**src/rtl/fetch_pc_unit.sv**
```systemverilog
// fetch_pc_unit: program counter with LUT-relative branches and an IDLE/RUN/HALT sequencer
// Ports: clk, reset (async, active-high); start, branch, how_high, take, halt_req, stall (sequencing inputs);
// lut_we, lut_idx, lut_data (offset table write port); prog_ctr, running, done, cycles (registered outputs)
module fetch_pc_unit #(
  parameter int PCW = 10,
  parameter int LUTN = 4,
  parameter int CNTW = 16
) (
  input  logic            clk,
  input  logic            reset,
  input  logic            start,
  input  logic            branch,
  input  logic [1:0]      how_high,
  input  logic            take,
  input  logic            halt_req,
  input  logic            stall,
  input  logic            lut_we,
  input  logic [1:0]      lut_idx,
  input  logic [PCW-1:0]  lut_data,
  output logic [PCW-1:0]  prog_ctr,
  output logic            running,
  output logic            done,
  output logic [CNTW-1:0] cycles
);
  typedef enum logic [1:0] {IDLE, RUN, HALT} state_t;
  state_t state;
  logic [PCW-1:0] lut [LUTN];
  always_ff @(posedge clk or posedge reset) begin
    if (reset) begin
      state <= IDLE;
      prog_ctr <= '0;
      cycles <= '0;
      running <= 1'b0;
      done <= 1'b0;
      for (int i = 0; i < LUTN; i++) lut[i] <= '0;
    end else begin
      if (lut_we) lut[lut_idx] <= lut_data;
      if (state != RUN) begin
        if (start) begin
          state <= RUN;
          running <= 1'b1;
          done <= 1'b0;
          prog_ctr <= '0;
          cycles <= '0;
        end
      end else if (!stall) begin
        cycles <= &cycles ? cycles : cycles + 1'b1;
        if (halt_req) begin
          state <= HALT;
          running <= 1'b0;
          done <= 1'b1;
        end else begin
          // lut read sees the pre-write value, so a same-cycle write lands next cycle
          prog_ctr <= (branch && take) ? prog_ctr + lut[how_high] : prog_ctr + 1'b1;
        end
      end
    end
  end
endmodule

```
**config.mk**
```make
export PLATFORM = sky130hd
export DESIGN_NAME = fetch_pc_unit
export DESIGN_NICKNAME = d
export VERILOG_FILES = /design/src/rtl/fetch_pc_unit.sv
export SDC_FILE = /design/constraint.sdc
export NUM_CORES = 1
export LEC_CHECK = 0
export ABC_CLOCK_PERIOD_IN_PS = 4200
export BUFFER_PORTS_ARGS = -buffer_cell sky130_fd_sc_hd__buf_2
export CORE_UTILIZATION = 50
export DETAILED_ROUTE_END_ITERATION = 10
export GPL_TIMING_DRIVEN = 1
export PLACE_DENSITY = 0.71
export RECOVER_POWER = 50
export SKIP_LAST_GASP = 1
export SYNTH_ARGS = -nofsm -noshare
export SYNTH_HDL_FRONTEND = slang
export SYNTH_SLANG_ARGS = --single-unit
```
**constraint.sdc**
```tcl
create_clock -name clk -period 4.2 [get_ports clk]
set_input_delay 0.42 -clock clk [delete_from_list [all_inputs] [get_ports clk]]
set_output_delay 0.42 -clock clk [all_outputs]
set_load 0.02 [all_outputs]
```
==> summary by stage, run 1 <==
Floorplanning
The die is 86.3 um tall. Measured along the x axis, the die boundary spans 86.3 um. The die covers 7440 sq um. For this design the top-level I/O count stands at 50. The starting density of the core is 52.0%. The floorplan has 30 rows.

The floorplan step defined a core boundary enclosing about 6800 sq um.

Timing
The sum of negative setup slack is 0 ns. The number of hold violations in the final report was 0. The post-route minimum period is 2.79 ns. Setup repair after global routing left no endpoint under its margin.

On the final layout, the worst clock skew is 0.00898 ns. Setup violations remaining at the end of the flow were counted as 0. At the pin with the least slew margin, the transition time is approximately 1.5 ns. Hold is met by 0.352 ns. In this run the tightest slew margin relative to its limit is -2.66%. Derived from the worst setup path, the maximum achievable clock frequency is 359 MHz. The share of the clock period used by the worst path is 66.4%. The max-slew violation count came to 41.

Min path
The worst hold path was traced through 2 stages. The classification of the worst-slack hold path is in -> reg. The launch instance of the worst min-delay path is lut_data[9].

Route
Dividing the detail-routed via count by the number of cells gives between 5 and 6. The initial DRC count is 99. After detailed routing, the number of remaining DRC violations is 0. The total number of vias is 2,519. The wire length on met3 is 222 um. The top layer used by detailed routing is met4. The met2 wire length is 3290 um. Dividing the detail-routed wire length by the instance count gives 15.6 um. The met1 wire length is 3570 um. Summed over all layers, the routed wires come to 7180 um. The total iterations of the first detailed-routing run is 4. The number of nets with antenna violations after routing is 0.

Global routing
The number of antenna violations at the first check in global routing came to 0. In the global route stage, overall resource usage came out at a little over a fifth. For this run the aggregate overflow at the end of global routing stands at 0.

The wire length of the first global-routing pass is 12,100 um. The via count of the first global-routing pass is between 2,000 and 3,000. The pin count of the biggest net entering global routing is 41.

Layout
The final net count is 391. The fraction of layout cells with a size suffix above 1 is 32.5%. Leaving out filler cells and counting taps, the final layout contains 459. The number of diodes added for antenna fixing is 0. Measured on the finished design, the core utilization comes to 59.8%.

The signed area change from the synthesized netlist to the final layout is 15.1%.

Synth
Sequential elements use a little under half of the synthesized area. The number of standard cells after synthesis is 304. The share of async-settable or async-resettable flops after synthesis is 100%. The area share of the largest cell type after synthesis is between 40 and 50%. The net count of the mapped netlist is 337. Among all flip-flop cells after synthesis, the most frequent one is sky130_fd_sc_hd__dfrtp_1. The number of warnings printed during yosys synthesis is 0. Summed over all instances, the cell type with the most area after synthesis is sky130_fd_sc_hd__dfrtp_1. Averaged over all synthesized cells, the footprint is 11.7 sq um. The mapped netlist covers 3550 sq um. The synthesized design contains approximately 70 register bits. Ranked by total cell area, the synthesized netlist is headed by sky130_fd_sc_hd__dfrtp_1, sky130_fd_sc_hd__mux2_2, sky130_fd_sc_hd__mux4_2. Counting flops with a built-in enable in the synthesized netlist gives 0. The number of distinct library cells after synthesis is 46.

Placed design
After legalization and detailed placement, the total HPWL measured between 5000 and 6000 um. The cell count after placement is 443. The congestion estimate from routability-driven global placement came to approximately 0.78. The number of buffer cells added on primary ports is 49.

Status
The run finished, with violations left. The checks that failed: max-capacitance violations, max-slew violations.

CTS
In this run the deepest clock path goes through 2 buffers. The clock net sink count is roughly 70. Once the clock tree was built, the resizer swapped 0 gates to a different size. In this run, post-CTS hold repair placed 0 buffers. Clock tree synthesis selected as its root buffer the cell sky130_fd_sc_hd__clkbuf_8. Buffers inserted during clock tree synthesis total 9. The H-tree generated during clock tree synthesis spans 3 levels. In this run the post-CTS setup repair buffer count came out at 0. For the worst-skew pair, the clock arrives at the later sink with an insertion delay of roughly 0.34 ns. The CTS tree is done. The CTS clock-pin slew for the worst setup and hold paths is 0.08 ns.

Setup path
The type of origin of the critical path is an input port. The nature of the critical path endpoint is a flop. For the worst flop-to-flop path, the logic depth is 11. In this run the register-to-register setup slack is approximately 1.5 ns. In this run the worst path has a maximum fanout of 11. The worst path arrival time is roughly 3.0 ns. The critical path required time is 4.43 ns.

The critical path in this run is classified as in -> reg. The startpoint of the worst-slack reg-to-reg timing path is lut[10]$_DFFE_PP0P_. The most critical setup path has its startpoint at how_high[0].

Pwr
Summed over all cells, the static leakage comes to 1.84 nW. The worst-case IR drop observed on VDD is roughly 0.19 mV. The power density over the cells is 442 nW/um^2.

Job
The number of maximum-capacitance constraint violations is 1.
## routing by layer
metal / global-route usage, % / up-vias
met4: 7.58 / 0
met3: 3.81 / 8
met1: 31.0 / 1245
li1: - / 1220
met5: 0 / -
met2: 32.2 / 46
## where the power goes
part / total (mW) / leakage, nW / internal (mW) / switching, mW
clock: 0.547 / 0.0958 / 0.277 / 0.270
sequential: 0.838 / 0.853 / 0.764 / 0.0744
combinational: 0.421 / 0.888 / 0.198 / 0.224
## path summary, 6_finish.rpt
path | to
setup / recovery | prog_ctr[6]$_DFFE_PP0P_
hold / removal | lut[19]$_DFFE_PP0P_
setup reg to reg | prog_ctr[6]$_DFFE_PP0P_
hold reg to reg | prog_ctr[9]$_DFFE_PP0P_
max in group asynchronous | cycles[2]$_DFFE_PP0P_
min in group asynchronous | cycles[12]$_DFFE_PP0P_
## worst max-delay path, stage by stage
cell and delay, ns:
sky130_fd_sc_hd__buf_2 0.30, sky130_fd_sc_hd__mux4_2 0.56, sky130_fd_sc_hd__or2_2 0.29, sky130_fd_sc_hd__ha_1 0.21
sky130_fd_sc_hd__inv_1 0.08, sky130_fd_sc_hd__fa_1 0.19, sky130_fd_sc_hd__nor2b_1 0.05, sky130_fd_sc_hd__o21ai_0 0.14
sky130_fd_sc_hd__nand2b_1 0.12, sky130_fd_sc_hd__a21o_1 0.20, sky130_fd_sc_hd__a21o_1 0.17, sky130_fd_sc_hd__a221o_1 0.29
## cell families after synthesis
group | Yosys count | synth area share [%]
xor gates and xnor gates | 15 | 3.70
adders and majority gates | 11 | 4.09
AOI/OAI and AO/OA | 40 | 7.86
buffers and inverters | 16 | 1.90
and+or+nand+nor | 101 | 15.0
muxes | 53 | 19.5
DFF | 68 | 47.9
## through the flow
stage                     setup slack (ns)  power, mW  area, sq um
after floorplan                       1.01       1.15         3550
after global placement                1.10       1.26         3890
after detailed placement              1.03       1.27         3890
after CTS                             1.38       1.82         4090
after global routing                  1.22       1.91         4090
final                                 1.41       1.81         4090
## cell type report
type / count / area [sq um]
repair buffers: 51 / 253
inverters: 8 / 30.0
flip-flops and latches: 68 / 1700
clock inverters: 7 / 76.3
clock buffers: 9 / 124
multi-input cells: 220 / 1780
fillers: 583 / 2750
well taps: 96 / 120
## state kept, by name, summed over array words and instances (netlist names)
register and count:
cycles 16, lut 40, prog_ctr 10, state 2
## synthesized netlist by cell type, drive strengths merged, types with 2 or more instances
cell type  count
o21a           2
mux4           9
a21o           5
mux2          40
or3            2
o21ai         12
nand3b         2
xor2           3
nand4          2
xnor2         12
nor3b          2
buf            3
inv            8
nand2         23
a21oi          5
nor2          22
or3b           2
nor4b          2
o211ai         2
ha            10
nor2b         12
clkbuf         5
mux2i          4
nor3          12
and2           2
nor4           3
nand2b         3
nand3          8
a211oi         5
dfrtp         68
## cell usage in the layout, fill, tap and decap left out, drive strengths merged, types with 3 or more instances in the layout
master,netlist,routed
xnor2,12,12
mux2i,4,4
dfrtp,68,68
mux2,40,40
nor3,12,12
a21oi,5,5
nand2b,3,3
a211oi,5,5
a21o,5,5
ha,10,10
nand3,8,8
clkinv,0,3
nand2,23,23
nor2b,12,12
inv,8,9
nor2,22,22
o21ai,12,12
nor4,3,3
clkbuf,5,13
mux4,9,9
buf,3,47
xor2,3,3
Note: power is estimated with default switching activity, not from simulation.
==> inputs of run 2 (changes only) <==
ABC_CLOCK_PERIOD_IN_PS = 2550   (was 4200)
PLACE_DENSITY = 0.74   (was 0.71)
clock period = 2.55 ns   (was 4.2 ns; I/O delays follow)
==> run 2 against run 1 <==
The run now ends clean. Non-clock buffer count is 26 higher. Wire length is 3.8% higher. Sequential power is 66% higher. Critical path depth is 1 lower. Clock power is 65% higher. Largest power group unchanged. Highest routed layer unchanged.
==> summary by stage, run 2 (synthesis results as in run 1) <==
Global routing
The global-route total usage across every layer is 21.2% (-0.064 points). The wire length of the first global-routing pass came to 12,100 um (unchanged). The final global-route overflow total is 0 (unchanged). The via count of the first global-routing pass is 2,546 (+1.0%). The number of antenna violations at the first check in global routing is 0 (unchanged). The pin count of the biggest net entering global routing is 43 (+4.9%).

Timing
The worst hold margin is 0.170 ns (-0.182 ns). The normalized max-slew margin was 28.8% (+31 points). The worst path needs between 2 and 3 ns of the cycle, external delays included. The sum of negative setup slack is 0 ns (unchanged). The number of setup violations in the final report is 0 (unchanged). The final clock skew is 0.0115 ns (+0.00256 ns).

The transition time of the tightest slew-check pin is 1.07 ns (-0.471 ns). The fmax is 396 MHz. The max-slew violation count was 0 (-100%). Setup repair after global routing could not meet its margin everywhere. Dividing the final minimum period by the clock period gives 99.0%. The number of hold violations in the final report is 0 (unchanged).

CTS
The CTS clock-pin slew for the worst setup and hold paths is 0.07 ns (about the same). In this run the clock root is driven by a sky130_fd_sc_hd__clkbuf_8. The worst-case clock buffer depth is 2 (unchanged).

The clock net sink count came to 68 (unchanged). The number of H-tree levels is 3 (unchanged). The total clock buffers created by CTS was 9 (unchanged). The CTS tree is done.

The latest clock arrival within the worst-skew pair is 0.35 ns (about the same).

Setup path
The largest fanout on the critical path is 3 (-8). Among all stages on the critical path, the largest delay is contributed by sky130_fd_sc_hd__mux4_2. The critical path goes through mux4_2, or2_4, ha_4, inv_2, fa_2, nor2b_1, o21ai_1, nand2b_1, a21o_1, a21o_1, a221o_1. The number of buffers and inverters on the critical path came to 1 (-1). STA classifies the critical path endpoint as a flop. The register-to-register setup slack is 0.03 ns (-1.45 ns). The stage delay of the slowest cell on the critical path is 0.46 ns (-0.10 ns). The cell that appears most often on the critical path is sky130_fd_sc_hd__a21o_1.

The critical path required time is 2.78 ns (-1.65 ns). The worst setup path is launched from a flop. On the critical path the largest part of the delay comes from compound AO/OA/AOI/OAI gates.

The setup path with the least slack is of type reg -> reg. The worst path arrival time came to 2.76 ns (-0.25 ns).

Layout
The final-layout fill cell count is 570 (-2.2%). In the final layout, the registers with the most flip-flops are lut: 40 flops, cycles: 16 flops, prog_ctr: 10 flops. The number of diodes added for antenna fixing is 0 (unchanged). The fraction of layout cells with a size suffix above 1 is 35.7% (+3.2 points). The top cell types in the final layout, fill and taps aside, are sky130_fd_sc_hd__dfrtp_1, sky130_fd_sc_hd__mux2_2, sky130_fd_sc_hd__buf_2, sky130_fd_sc_hd__buf_4, sky130_fd_sc_hd__nand2_1.

The library cell used most frequently in the layout, excluding fill and tap cells, is sky130_fd_sc_hd__dfrtp_1. The final net count is 417 (+6.6%). The number of flip-flops in the largest register is 40 (unchanged). The area used by multi-input combinational logic is 1820 sq um (+2.2%). lut holds more flip-flops than any other register. The signed area change from the synthesized netlist to the final layout is 22.1%. The combined flip-flop and latch cell area is 1700 sq um (unchanged).

Pwr
The clock group share of total power is 29.3% (-1.0 points). The power density over the cells came to 709 nW/um^2 (+60%). The internal power came to 2.13 mW (+72%). The leakage power is 1.94 nW (+5.4%). The combinational fraction of design power is 25.5% (+2.2 points). The switching power came to 946 uW (+67%). The share of total power in sequential cells was 45.1% (-1.3 points). The switching part of the total is 30.8% (-0.67 points).

The largest voltage drop on the vdd net is 0.458 mV (+140%). The total power draw was 3.07 mW (+70%).

Floorplanning
The number of placement rows is 30 (unchanged). The die height is 86.3 um (unchanged). The top-level I/O count is 50 (unchanged). The x dimension of the die came to 86.3 um (unchanged). The starting density of the core is 52.0% (unchanged). The die outline area is 7440 sq um (unchanged).

The placeable core area is 6830 sq um (unchanged).

Route
The number of nets with antenna violations after routing is 0 (unchanged). The total iterations of the first detailed-routing run is 4 (unchanged). The initial DRC count is 127 (+28%). The wire length after detailed routing came to 7450 um (+3.8%). The detail-routed net length per standard cell is 15.4 um (-1.8%). The per-cell via count in the routed design is 5.44 (-0.81%).

The residual DRC count is 0 (unchanged). The total number of vias is 2,640 (+4.8%).

Status
The run finished with clean final reports.

Min path
The path class of the tightest hold or removal check is in -> reg.

Placed design
The placer congestion estimate is 0.853 (+9.0%). The number of buffer cells added on primary ports is 49 (unchanged). The post-DP HPWL is 5290 um (+3.9%).

Job
The number of maximum-capacitance constraint violations came to 0 (-1).
run 2: cell types whose count changed in the layout (fill, tap and decap cells not counted), sizes merged:
| cell | previous run | this run |
|---|---|---|
| dlygate4sd3 | 0 | 1 |
| buf | 47 | 61 |
| clkbuf | 13 | 25 |
| inv | 9 | 8 |
run 2: layout make-up:
cell class	count	area share [%]
clock buffer	10	3.18
clock inverter	6	1.47
inverter	8	0.693
multi-input combinational	220	42.0
sequential	68	39.3
tap	96	2.77
timing repair buffer	77	10.7
run 2: metrics by stage:
step                std cells  worst slack, ns  area (sq um)  util, %
global placement          467          -0.0636          4110     60.1
finish                    485           0.0265          4330     63.4
floorplan                 304          0.00343          3580        -
CTS                       484           0.0224          4330     63.4
global route              485          -0.0630          4330     63.4
detailed placement        467           -0.126          4110     60.1
run 2: worst reg2reg max path: stages, from the launching register on:
cell and delay (ns):
sky130_fd_sc_hd__dfrtp_1 0.39, sky130_fd_sc_hd__mux4_2 0.47, sky130_fd_sc_hd__or2_4 0.25, sky130_fd_sc_hd__ha_4 0.17
sky130_fd_sc_hd__inv_2 0.05, sky130_fd_sc_hd__fa_2 0.19, sky130_fd_sc_hd__nor2b_1 0.05, sky130_fd_sc_hd__o21ai_1 0.11
sky130_fd_sc_hd__nand2b_1 0.09, sky130_fd_sc_hd__a21o_1 0.18, sky130_fd_sc_hd__a21o_1 0.18, sky130_fd_sc_hd__a221o_1 0.28
run 2: per-layer routing:
metal  routed length, um  part of all wire (%)  vias to the layer above  GRT usage, %
met1                3650                    49                     1316          29.9
met4                 116                   1.6                        0          7.27
met5                   0                     0                        -             0
li1                    -                     -                     1257             -
met2                3430                    46                       53          32.7
met3                 244                   3.3                       14          4.57
run 2: power by group through the flow:
stage / registers, mW / logic, mW / clock network [mW]
after global routing: 1.41 / 0.865 / 0.957
after global placement: 1.39 / 0.755 / 0
after CTS: 1.39 / 0.786 / 0.911
after detailed placement: 1.40 / 0.777 / 0
after floorplan: 1.44 / 0.464 / 0
final: 1.39 / 0.785 / 0.902
run 2: repair_timing:
action                                  CTS  global route
pin swaps                                 0             5
hold buffers                              1             0
gates resized for setup                   2             4
setup buffers                             0             1
endpoints found under the setup margin    1             4
endpoints found under the hold margin    26             0
run 2: worst paths after layout:
| path | cells past startpoint | startpoint | to |
|---|---|---|---|
| hold reg to reg | 1 | prog_ctr[9]$_DFFE_PP0P_ | prog_ctr[9]$_DFFE_PP0P_ |
| setup reg to reg | 11 | lut[10]$_DFFE_PP0P_ | prog_ctr[6]$_DFFE_PP0P_ |
| max in group asynchronous | 4 | reset | prog_ctr[8]$_DFFE_PP0P_ |
| setup / recovery | 11 | lut[10]$_DFFE_PP0P_ | prog_ctr[6]$_DFFE_PP0P_ |
| min in group asynchronous | 3 | reset | lut[14]$_DFFE_PP0P_ |
| hold / removal | 2 | start | state[0]$_DFFE_PP0P_ |
